--- src/rtl/machine_csr_unit.sv ---
// Machine-mode CSR file and trap controller for the single-cycle RV32I core.
// Serves CSR reads/writes, prioritises interrupts over exceptions and
// selects mtvec/mepc as the next PC when a trap or MRET retires.
module machine_csr_unit #(
    parameter logic [31:0] HART_ID    = 32'd0,
    parameter logic [31:0] MISA_VALUE = 32'h40000100
) (
    input  logic        clock,
    input  logic        reset,
    input  logic        stall,
    input  logic        csr_instr,
    input  logic [11:0] csr_addr,
    input  logic [31:0] csr_instr_src,
    output logic [31:0] csr_instr_dst,
    input  logic        mret_instr,
    input  logic        illegal_instr,
    input  logic        env_call,
    input  logic        break_point,
    input  logic        load_access,
    input  logic        timer_int,
    input  logic        soft_int,
    input  logic        ext_int,
    input  logic [31:0] pc,
    output logic [31:0] mtvec,
    output logic [31:0] mepc,
    output logic        csr_pc_sel
);

    localparam logic [31:0] MIE_MASK = 32'h00000888;

    logic        status_mie;
    logic        status_mpie;
    logic [31:0] mie_reg;
    logic [31:0] mtvec_reg;
    logic [31:0] mscratch_reg;
    logic [31:0] mepc_reg;
    logic [31:0] mcause_reg;
    logic [31:0] mtval_reg;
    logic [63:0] mcycle_reg;

    logic [31:0] mstatus_val;
    logic [31:0] mip_val;
    logic [31:0] pending;
    logic        irq;
    logic        exc;
    logic        trap;
    logic        csr_we;
    logic [31:0] cause;

    assign mstatus_val = {19'd0, 2'b11, 3'd0, status_mpie, 3'd0, status_mie, 3'd0};
    assign mip_val     = {20'd0, ext_int, 3'd0, timer_int, 3'd0, soft_int, 3'd0};
    assign pending     = mie_reg & mip_val;
    assign irq         = status_mie && (pending != 32'd0);
    assign exc         = illegal_instr || break_point || env_call || load_access;
    assign trap        = !stall && !mret_instr && (irq || exc);
    assign csr_we      = csr_instr && !stall && !trap;
    assign csr_pc_sel  = !stall && (mret_instr || trap);
    assign mtvec       = mtvec_reg;
    assign mepc        = mepc_reg;

    // Trap cause: any enabled interrupt beats every exception.
    always_comb begin
        cause = 32'd0;
        if (irq) begin
            if (pending[11])      cause = 32'h8000000B;
            else if (pending[3])  cause = 32'h80000003;
            else                  cause = 32'h80000007;
        end else begin
            if (illegal_instr)    cause = 32'd2;
            else if (break_point) cause = 32'd3;
            else if (env_call)    cause = 32'd11;
            else                  cause = 32'd5;
        end
    end

    // CSR read mux; always returns the pre-write register contents.
    always_comb begin
        csr_instr_dst = 32'd0;
        case (csr_addr)
            12'h300: csr_instr_dst = mstatus_val;
            12'h301: csr_instr_dst = MISA_VALUE;
            12'h304: csr_instr_dst = mie_reg;
            12'h305: csr_instr_dst = mtvec_reg;
            12'h340: csr_instr_dst = mscratch_reg;
            12'h341: csr_instr_dst = mepc_reg;
            12'h342: csr_instr_dst = mcause_reg;
            12'h343: csr_instr_dst = mtval_reg;
            12'h344: csr_instr_dst = mip_val;
            12'hB00: csr_instr_dst = mcycle_reg[31:0];
            12'hB80: csr_instr_dst = mcycle_reg[63:32];
            12'hF14: csr_instr_dst = HART_ID;
            default: csr_instr_dst = 32'd0;
        endcase
    end

    // Cycle counter runs through stalls; a software write replaces the increment.
    always_ff @(posedge clock) begin
        if (reset) begin
            mcycle_reg <= 64'd0;
        end else if (csr_we && csr_addr == 12'hB00) begin
            mcycle_reg <= {mcycle_reg[63:32], csr_instr_src};
        end else if (csr_we && csr_addr == 12'hB80) begin
            mcycle_reg <= {csr_instr_src, mcycle_reg[31:0]};
        end else begin
            mcycle_reg <= mcycle_reg + 64'd1;
        end
    end

    // Architectural CSR state: trap entry, MRET return, or software write.
    always_ff @(posedge clock) begin
        if (reset) begin
            status_mie   <= 1'b0;
            status_mpie  <= 1'b0;
            mie_reg      <= 32'd0;
            mtvec_reg    <= 32'd0;
            mscratch_reg <= 32'd0;
            mepc_reg     <= 32'd0;
            mcause_reg   <= 32'd0;
            mtval_reg    <= 32'd0;
        end else if (trap) begin
            mepc_reg    <= {pc[31:2], 2'b00};
            mcause_reg  <= cause;
            mtval_reg   <= 32'd0;
            status_mpie <= status_mie;
            status_mie  <= 1'b0;
        end else if (!stall && mret_instr) begin
            status_mie  <= status_mpie;
            status_mpie <= 1'b1;
        end else if (csr_we) begin
            case (csr_addr)
                12'h300: begin
                    status_mie  <= csr_instr_src[3];
                    status_mpie <= csr_instr_src[7];
                end
                12'h304: mie_reg      <= csr_instr_src & MIE_MASK;
                12'h305: mtvec_reg    <= {csr_instr_src[31:2], 2'b00};
                12'h340: mscratch_reg <= csr_instr_src;
                12'h341: mepc_reg     <= {csr_instr_src[31:2], 2'b00};
                12'h342: mcause_reg   <= csr_instr_src;
                12'h343: mtval_reg    <= csr_instr_src;
                default: ;
            endcase
        end
    end

endmodule

--- config.mk ---
export PLATFORM = sky130hd
export DESIGN_NAME = machine_csr_unit
export DESIGN_NICKNAME = d
export VERILOG_FILES = /design/src/rtl/machine_csr_unit.sv
export SDC_FILE = /design/constraint.sdc
export NUM_CORES = 1
export LEC_CHECK = 0
export BUFFER_PORTS_ARGS = -buffer_cell sky130_fd_sc_hd__buf_2
export CAP_MARGIN = 15
export CORE_MARGIN = 3
export CORE_UTILIZATION = 51
export CTS_BUF_LIST = sky130_fd_sc_hd__clkbuf_16
export DETAILED_ROUTE_END_ITERATION = 10
export GPL_TIMING_DRIVEN = 0
export HOLD_SLACK_MARGIN = 0.08
export PLACE_DENSITY_LB_ADDON = 0.12
export SYNTH_ARGS = -nofsm -noshare
export SYNTH_HDL_FRONTEND = slang
export SYNTH_SLANG_ARGS = --single-unit
--- constraint.sdc ---
create_clock -name clock -period 3.06 [get_ports clock]
set_clock_uncertainty 0.2 [all_clocks]
set_input_delay 0.459 -clock clock [delete_from_list [all_inputs] [get_ports clock]]
set_output_delay 0.459 -clock clock [all_outputs]
set_load 0.01 [all_outputs]
==> results.md, run 1 <==
GRT:
- The initial antenna violation count is 0.
- After global routing, the most crowded layer is met2.
- The aggregate global routing overflow is 0.
- Entering global routing, the biggest net connects 14 pins.
- The via count of the first global-routing pass is 12354.
- Across every metal layer, demand over resource in global routing totals 38.4%.
- The global-route track usage on met2 is 61.6%.
- For this run, global-route usage on met1 was measured as 50.0%.
- The first global-routing pass estimated 72800 µm of wire.
- The fraction of met3 tracks used by global routing is 7.94%.

Critical path:
- The largest stage delay on the critical path is 620 ps.
- STA classifies the critical path startpoint as an input port.
- Among all stages on the critical path, the largest delay is contributed by sky130_fd_sc_hd__a221oi_1.
- The data required time of the worst path is 2400 ps.
- The number of cells on the worst reg-to-reg path is 8.
- Walking the worst path, the cells encountered are buf_2 > nor2_1 > nand4_1 > buf_4 > nor3_4 > clkbuf_4 > a221oi_1 > nand3_1 > buf_2.
- The capturing element type of the critical path is an output port.
- The arrival time at the worst endpoint is 2360 ps.
- In this design, the largest share of critical-path delay is due to buffers and inverters.
- Counting buffers and inverters, the worst setup path is 9 cells deep.
- Counting stages on the worst path, the most repeated cell is sky130_fd_sc_hd__buf_2.
- In this run the worst path has a maximum fanout of 10.
- The startpoint-to-endpoint class of the critical path is in -> out.
- The buffering stage count on the worst path with inverters included is 4.
- The setup check on the worst reg-to-reg path leaves a slack of 140 ps.

CTS:
- The number of clock buffers inserted by TritonCTS is 26.
- TritonCTS built the clock tree.
- The number of H-tree levels is 1.
- The maximum count of clock buffers along a single path is 3.
- Clock-pin slew was measured on the worst setup and hold paths at 60 ps.
- The clock root buffer is sky130_fd_sc_hd__clkbuf_16.
- The insertion delay to the later sink of the worst-skew pair is 540 ps.
- The clock net sink count is 225.

Route:
- The number of design rule violations left after detail routing is 0.
- Detailed routing inserted a total of 13571 vias.
- The final layout contains routed wiring with a total length of 49900 µm.
- After detailed routing, the average wire length per cell comes to 23.7 µm.
- The count of nets left with antenna violations once routing finished came out at 0.
- The detailed router's first-iteration violation count is 1860.
- The number of iterations in the first detailed-routing pass is 10.
- Dividing the detail-routed via count by the number of cells gives 6.45.

Logic synthesis:
- The proportion of synthesized flip-flops having asynchronous set or reset is 0%.
- During synthesis, Yosys emitted a total of 0 warnings.
- The synthesized area is 11600 µm².
- Synthesis instantiated 80 different standard cells from the library.
- The main flop type after synthesis is sky130_fd_sc_hd__dfxtp_1.
- In this run, synthesis inferred 0 flip-flops with an integrated enable.
- Each instance of the synthesized netlist takes up on average 7.56 µm².
- Synthesis inferred 225 register bits.
- The sequential share of the synthesized area is 38.8%.
- The synthesized netlist cell count is 1535.

Die:
- The chip width is 157 µm.
- The die is 157 µm tall.
- The area of the core is 22100 µm².
- The site row count is 54.
- The die covers 24600 µm².
- The count of boundary I/O pins is 185.
- For this configuration, the core starts out at a cell density of 52.5%.

Layout:
- The most frequent standard cell in the layout excluding fill and tap cells is sky130_fd_sc_hd__nand2_1.
- The core utilization of the finished layout is 65.8%.
- The area growth from synthesis to layout is 25.2%.
- The final net count is 1895.
- The register with the most flip-flops in the layout has 64 of them.
- The fraction of layout instances using a drive strength above 1 is 18.4%.
- The library cells used most frequently in the layout, excluding fill and tap cells, are sky130_fd_sc_hd__nand2_1 (354), sky130_fd_sc_hd__dfxtp_1 (225), sky130_fd_sc_hd__buf_2 (195).
- The antenna diode instance count is 0.

Timing:
- The worst hold slack is 99.6 ps.
- Setup repair after global routing could not meet its margin everywhere.
- After layout, the minimum clock period comes to 3020 ps.
- The max-slew violation total from the final report is 0.
- Across all setup checks in the final design, the least slack found is 37.8 ps.
- Based on the critical path, the design can be clocked at up to 331 MHz.
- The final number of setup-violating endpoints is 0.
- After layout, the worst path uses 98.8% of the clock period.
- The actual transition at the worst max-transition pin is 995 ps.
- The remaining max-slew budget at the tightest pin is 33.7%.
- The number of failing hold endpoints at the final stage is 0.
- The aggregate negative setup slack is 0 ps.

Place:
- The placer congestion estimate is 0.970.
- The HPWL after detailed placement is 35800 µm.
- The count of input and output buffers is 169.
- The post-place setup slack is -1150 ps.

Pwr:
- For this design the ratio of total power to cell area is 449 nW/µm².
- Power comes to 0.00653 W.
- IR analysis of the VDD net gives a maximum drop of 0.403 mV.
- The leakage component of the power is 5.35 nW.

Min path:
- The min-delay analysis places its worst path in the category in -> reg.
- The number of stages on the worst hold path is 3.

Run status:
- The flow ran to the end, and the final reports show no timing, DRC or antenna violations.

Flow run:
- Max-cap violations in this run came to 0.
## logic make-up after synthesis
group                    synth area share [%]
AND/OR/NAND/NOR                          27.1
AO/OA/AOI/OAI                            24.0
flip-flops                               38.8
buffers and inverters                    5.32
multiplexers                             4.11
XOR/XNOR                                0.528
adder cells (fa/ha/maj)                 0.108
other                                  0.0323
## worst reg2reg max path, delay by kind of cell, from the launching register on
kind / cells / cell delay (ps)
flops: 1 / 350
compound gates: 3 / 1260
simple gates: 3 / 430
buf+inv: 2 / 520
## layer usage
layer,vias up,part of all wire (%)
li1,6103,-
met1,6303,39
met2,969,45
met3,196,12
met4,0,4.7
met5,-,0
## cell usage after synthesis, types with 10 or more instances
master / count / area (µm²)
sky130_fd_sc_hd__mux2i_1: 42 / 420
sky130_fd_sc_hd__o21ai_0: 43 / 215
sky130_fd_sc_hd__a221oi_1: 28 / 245
sky130_fd_sc_hd__clkbuf_1: 84 / 315
sky130_fd_sc_hd__nand2_1: 356 / 1340
sky130_fd_sc_hd__nand4_1: 20 / 125
sky130_fd_sc_hd__nor2_1: 99 / 372
sky130_fd_sc_hd__and4_1: 11 / 96.3
sky130_fd_sc_hd__and3_1: 13 / 81.3
sky130_fd_sc_hd__a31oi_1: 18 / 113
sky130_fd_sc_hd__or3_1: 10 / 62.6
sky130_fd_sc_hd__nor4_1: 18 / 113
sky130_fd_sc_hd__dfxtp_1: 225 / 4500
sky130_fd_sc_hd__a22oi_1: 34 / 255
sky130_fd_sc_hd__nand3_1: 84 / 420
sky130_fd_sc_hd__nor3_1: 30 / 150
sky130_fd_sc_hd__a311oi_1: 38 / 333
sky130_fd_sc_hd__buf_2: 27 / 135
sky130_fd_sc_hd__a21oi_1: 193 / 966
## metrics by stage
stage,cells,area [µm²]
after floorplan,1538,11600
after global placement,1987,12800
after detailed placement,1987,12800
after CTS,2095,14400
after global routing,2104,14500
final,2104,14500
## power by group
part	internal, W	total [W]	leakage (nW)	switching, W
Clock	0.00171	0.00302	0.411	0.00131
Combinational	0.000179	0.000507	3.12	0.000328
Sequential	0.00296	0.00300	1.82	0.0000335
Total	0.00485	0.00653	5.35	0.00167
## timing repair
action / in CTS / in global routing
pin swaps: 5 / 6
buffers inserted: 7 / 10
endpoints found under the hold margin: 109 / 0
hold buffers: 55 / 0
gates resized for setup: 61 / 29
endpoints found under the setup margin: 41 / 147
## worst paths after layout
check,from,to
worst min-delay path,csr_instr_src[20],mcause_reg[20]
worst max register to register,mie_reg[3],mcycle_reg[23]
worst max-delay path,csr_addr[7],csr_instr_dst[10]
worst min register to register,mtval_reg[16],mtval_reg[16]
## final cells by class
cell class                      instances  area, µm²
Sequential cell                       225       4500
Clock buffer                           26        651
Clock inverter                         20        156
Timing Repair Buffer                  241       1520
Inverter                                8       30.0
Fill cell                            1930       7560
Tap cell                              280        350
Buffer                                129        693
Multi-Input combinational cell       1175       6620
No activity file was read; power rests on OpenSTA's default activity.
==> run 2: changes to the inputs <==
--- a/config.mk
+++ b/config.mk
@@ -13,7 +13,7 @@
 export DETAILED_ROUTE_END_ITERATION = 10
 export GPL_TIMING_DRIVEN = 0
 export HOLD_SLACK_MARGIN = 0.08
-export PLACE_DENSITY_LB_ADDON = 0.12
+export PLACE_DENSITY = 0.85
 export SYNTH_ARGS = -nofsm -noshare
 export SYNTH_HDL_FRONTEND = slang
 export SYNTH_SLANG_ARGS = --single-unit
==> run 2 against run 1 <==
Compared with the run above: utilization decreased by 1.2 points; cell area decreased by 1.8%; hold slack got worse by 4.4 ps.
==> results.md, run 2 (same netlist as run 1, synthesis figures left out) <==
Route:
- For this block, the via count after detailed routing is 13937.
- The mean number of vias per cell is 6.70.
- The number of design rule violations left after detail routing is 0.
- The detailed router's first-iteration violation count is 2220.
- Once detail routing completed, the nets flagged for antenna violations numbered 0.
- The number of iterations in the first detailed-routing pass is 7.
- The total wirelength of the detailed-routed design is 50200 µm.
- In the final routed layout, each cell accounts on average for 24.1 µm.

Pwr:
- In this run the static leakage power is 5.21 nW.
- IR analysis of the VDD net gives a maximum drop of 0.451 mV.
- Total power for the finished layout comes to 0.00637 W.
- Power spread over the standard cell area amounts to 446 nW/µm².

Critical path:
- The critical path is of the in -> out type.
- Walking the worst path, the cells encountered are buf_2 > or4b_4 > nor2_4 > and4_4 > buf_6 > buf_6 > nand2_1 > nand3_1 > buf_2.
- At the worst endpoint, the arrival time is 2380 ps.
- Of all nets on the critical path, the largest fanout is 10.
- Following the worst setup path forward leads to its endpoint at csr_instr_dst[16].
- The number of cells on the worst reg-to-reg path is 8.
- The slack of the worst reg-to-reg path is 160 ps.
- The critical path starts at csr_addr[7].
- The capturing element type of the critical path is an output port.
- In this design, the stage delay of the slowest critical-path cell is 570 ps.
- The worst register-to-register path begins at mie_reg[3].
- STA puts the critical path data required time at 2400 ps.
- Among all stages on the critical path, the largest delay is contributed by sky130_fd_sc_hd__or4b_4.
- The capturing point of the worst reg2reg path is mcycle_reg[27].
- The worst setup path is launched from an input port.

Flow run:
- The max-capacitance violation count is 0.

Place:
- The placed wire-length estimate is 35500 µm.
- Input and output buffers added on the ports amount to 169.
- The area after detailed placement is 12800 µm².
- The post-place setup slack is -998 ps.
- At the end of routability-driven placement, the weighted congestion stood at 1.03.

GRT:
- The fraction of met3 tracks used by global routing is 8.74%.
- The global routing stage identified its most utilized layer as met2.
- The aggregate global routing overflow is 0.
- Global routing used 49.7% of the available met1 tracks.
- For this run, global-route usage on met2 was measured as 60.9%.
- Entering global routing, the biggest net connects 14 pins.
- The overall fraction of global-route tracks in use is 38.7%.
- The initial antenna violation count is 0.
- The via count of the first global-routing pass is 12902.
- The first-pass GRT wire length is 74200 µm.

Min path:
- The number of stages on the worst hold path is 3.
- The type of the worst min-delay path is in -> reg.

CTS:
- The clock root buffer is sky130_fd_sc_hd__clkbuf_16.
- The maximum count of clock buffers along a single path is 3.
- Counting the buffers created by CTS gives 25.
- The CTS tree is built.
- The clock drives 225 sinks.
- In this run the number of H-tree levels came out at 1.
- The insertion delay to the later sink of the worst-skew pair is 520 ps.
- After clock tree synthesis, the clock-pin slew on the worst setup and hold paths is 60 ps.

Layout:
- After routing the design area is 14300 µm².
- Leaving out fill and tap cells, the most frequent cells in the layout are sky130_fd_sc_hd__nand2_1 (354), sky130_fd_sc_hd__dfxtp_1 (225), sky130_fd_sc_hd__buf_2 (197).
- The antenna diode instance count is 0.
- The synthesis-to-finish area growth is 22.9%.
- The most frequent standard cell in the layout excluding fill and tap cells is sky130_fd_sc_hd__nand2_1.
- The fraction of layout instances using a drive strength above 1 is 18.0%.
- In the final design database the tool counted 1875 nets.
- The register with the most flip-flops in the layout has 64 of them.

Die:
- Measured along the y axis, the die boundary spans 157 µm.
- During I/O placement, the number of pins put on the boundary was 185.
- The area of the core is 22100 µm².
- The chip width is 157 µm.
- Once the floorplan was initialized, standard cells occupied 52.5% of the core.
- The floorplan die area is 24600 µm².
- The site row count is 54.

Timing:
- Counting I/O delays and the setup requirement, the final critical path takes 3040 ps.
- Derived from the worst setup path, the maximum achievable clock frequency is 329 MHz.
- The worst hold slack is 95.3 ps.
- The max-slew violation total from the final report is 0.
- The number of failing hold endpoints at the final stage is 0.
- The share of the clock period used by the worst path after layout is 99.4%.
- Setup violations remaining at the end of the flow were counted as 0.
- The remaining max-slew budget at the tightest pin is 37.6%.
- The slack of the critical path is 18.9 ps.
- For the pin with the worst max-slew slack, the measured transition is 935 ps.
- Setup total negative slack on the finished layout was measured at 0 ps.

Run status:
- The run finished with clean final reports.
## run 2: cell types whose count changed in the layout (fill, tap and decap cells not counted), sizes merged
cell	delta
clkbuf	-6
clkinv	-1
dlygate4sd3	-15
clkinvlp	-2
buf	+1
## run 2: power breakdown
part           total [W]  internal, W  switching (W)
sequential       0.00300      0.00296      0.0000359
clock            0.00287      0.00163        0.00123
combinational   0.000499     0.000166       0.000333
total            0.00637      0.00477        0.00160
## run 2: area by class of cell
cell class              instances  area, µm²
clock inverters                17        123
flip-flops and latches        225       4500
well taps                     280        350
inverters                       8       30.0
plain buffers                 130        676
repair buffers                221       1340
multi-input cells            1175       6620
clock buffers                  25        626
fillers                      1847       7830
## run 2: worst min path at each step
stage,startpoint,endpoint,slack [ps]
after floorplan,mtval_reg[11],mtval_reg[11],230
after global placement,mtval_reg[25],mtval_reg[25],240
after detailed placement,mtval_reg[18],mtval_reg[18],240
after CTS,csr_instr_src[26],mtvec[26],80
after global routing,csr_instr_src[26],mcause_reg[26],90
final,csr_instr_src[27],mscratch_reg[27],100
## run 2: repair_timing
action                     CTS  global route
setup buffers                3             9
gates resized for setup     54            38
hold buffers                40             0
setup endpoints to repair   32           151
pin swaps                    4             5
gates cloned                 0             0
hold endpoints to repair    58             0
## run 2: per-layer routing
layer  part of all wire (%)  vias up
met2                     44     1189
met5                      0        -
met4                    6.0        0
met3                     14      271
met1                     36     6415
li1                       -     6062
## run 2: per-stage QoR
stage                     std cells  utilization [%]
final                          2081             64.6
after CTS                      2072             64.0
after floorplan                1538                -
after global routing           2081             64.6
after detailed placement       1987             58.0
after global placement         1987             58.0
## run 2: critical path: cells and delay by family
family	cells	cell delay [ps]
buffers and inverters	4	720
AND/OR/NAND/NOR	5	1190
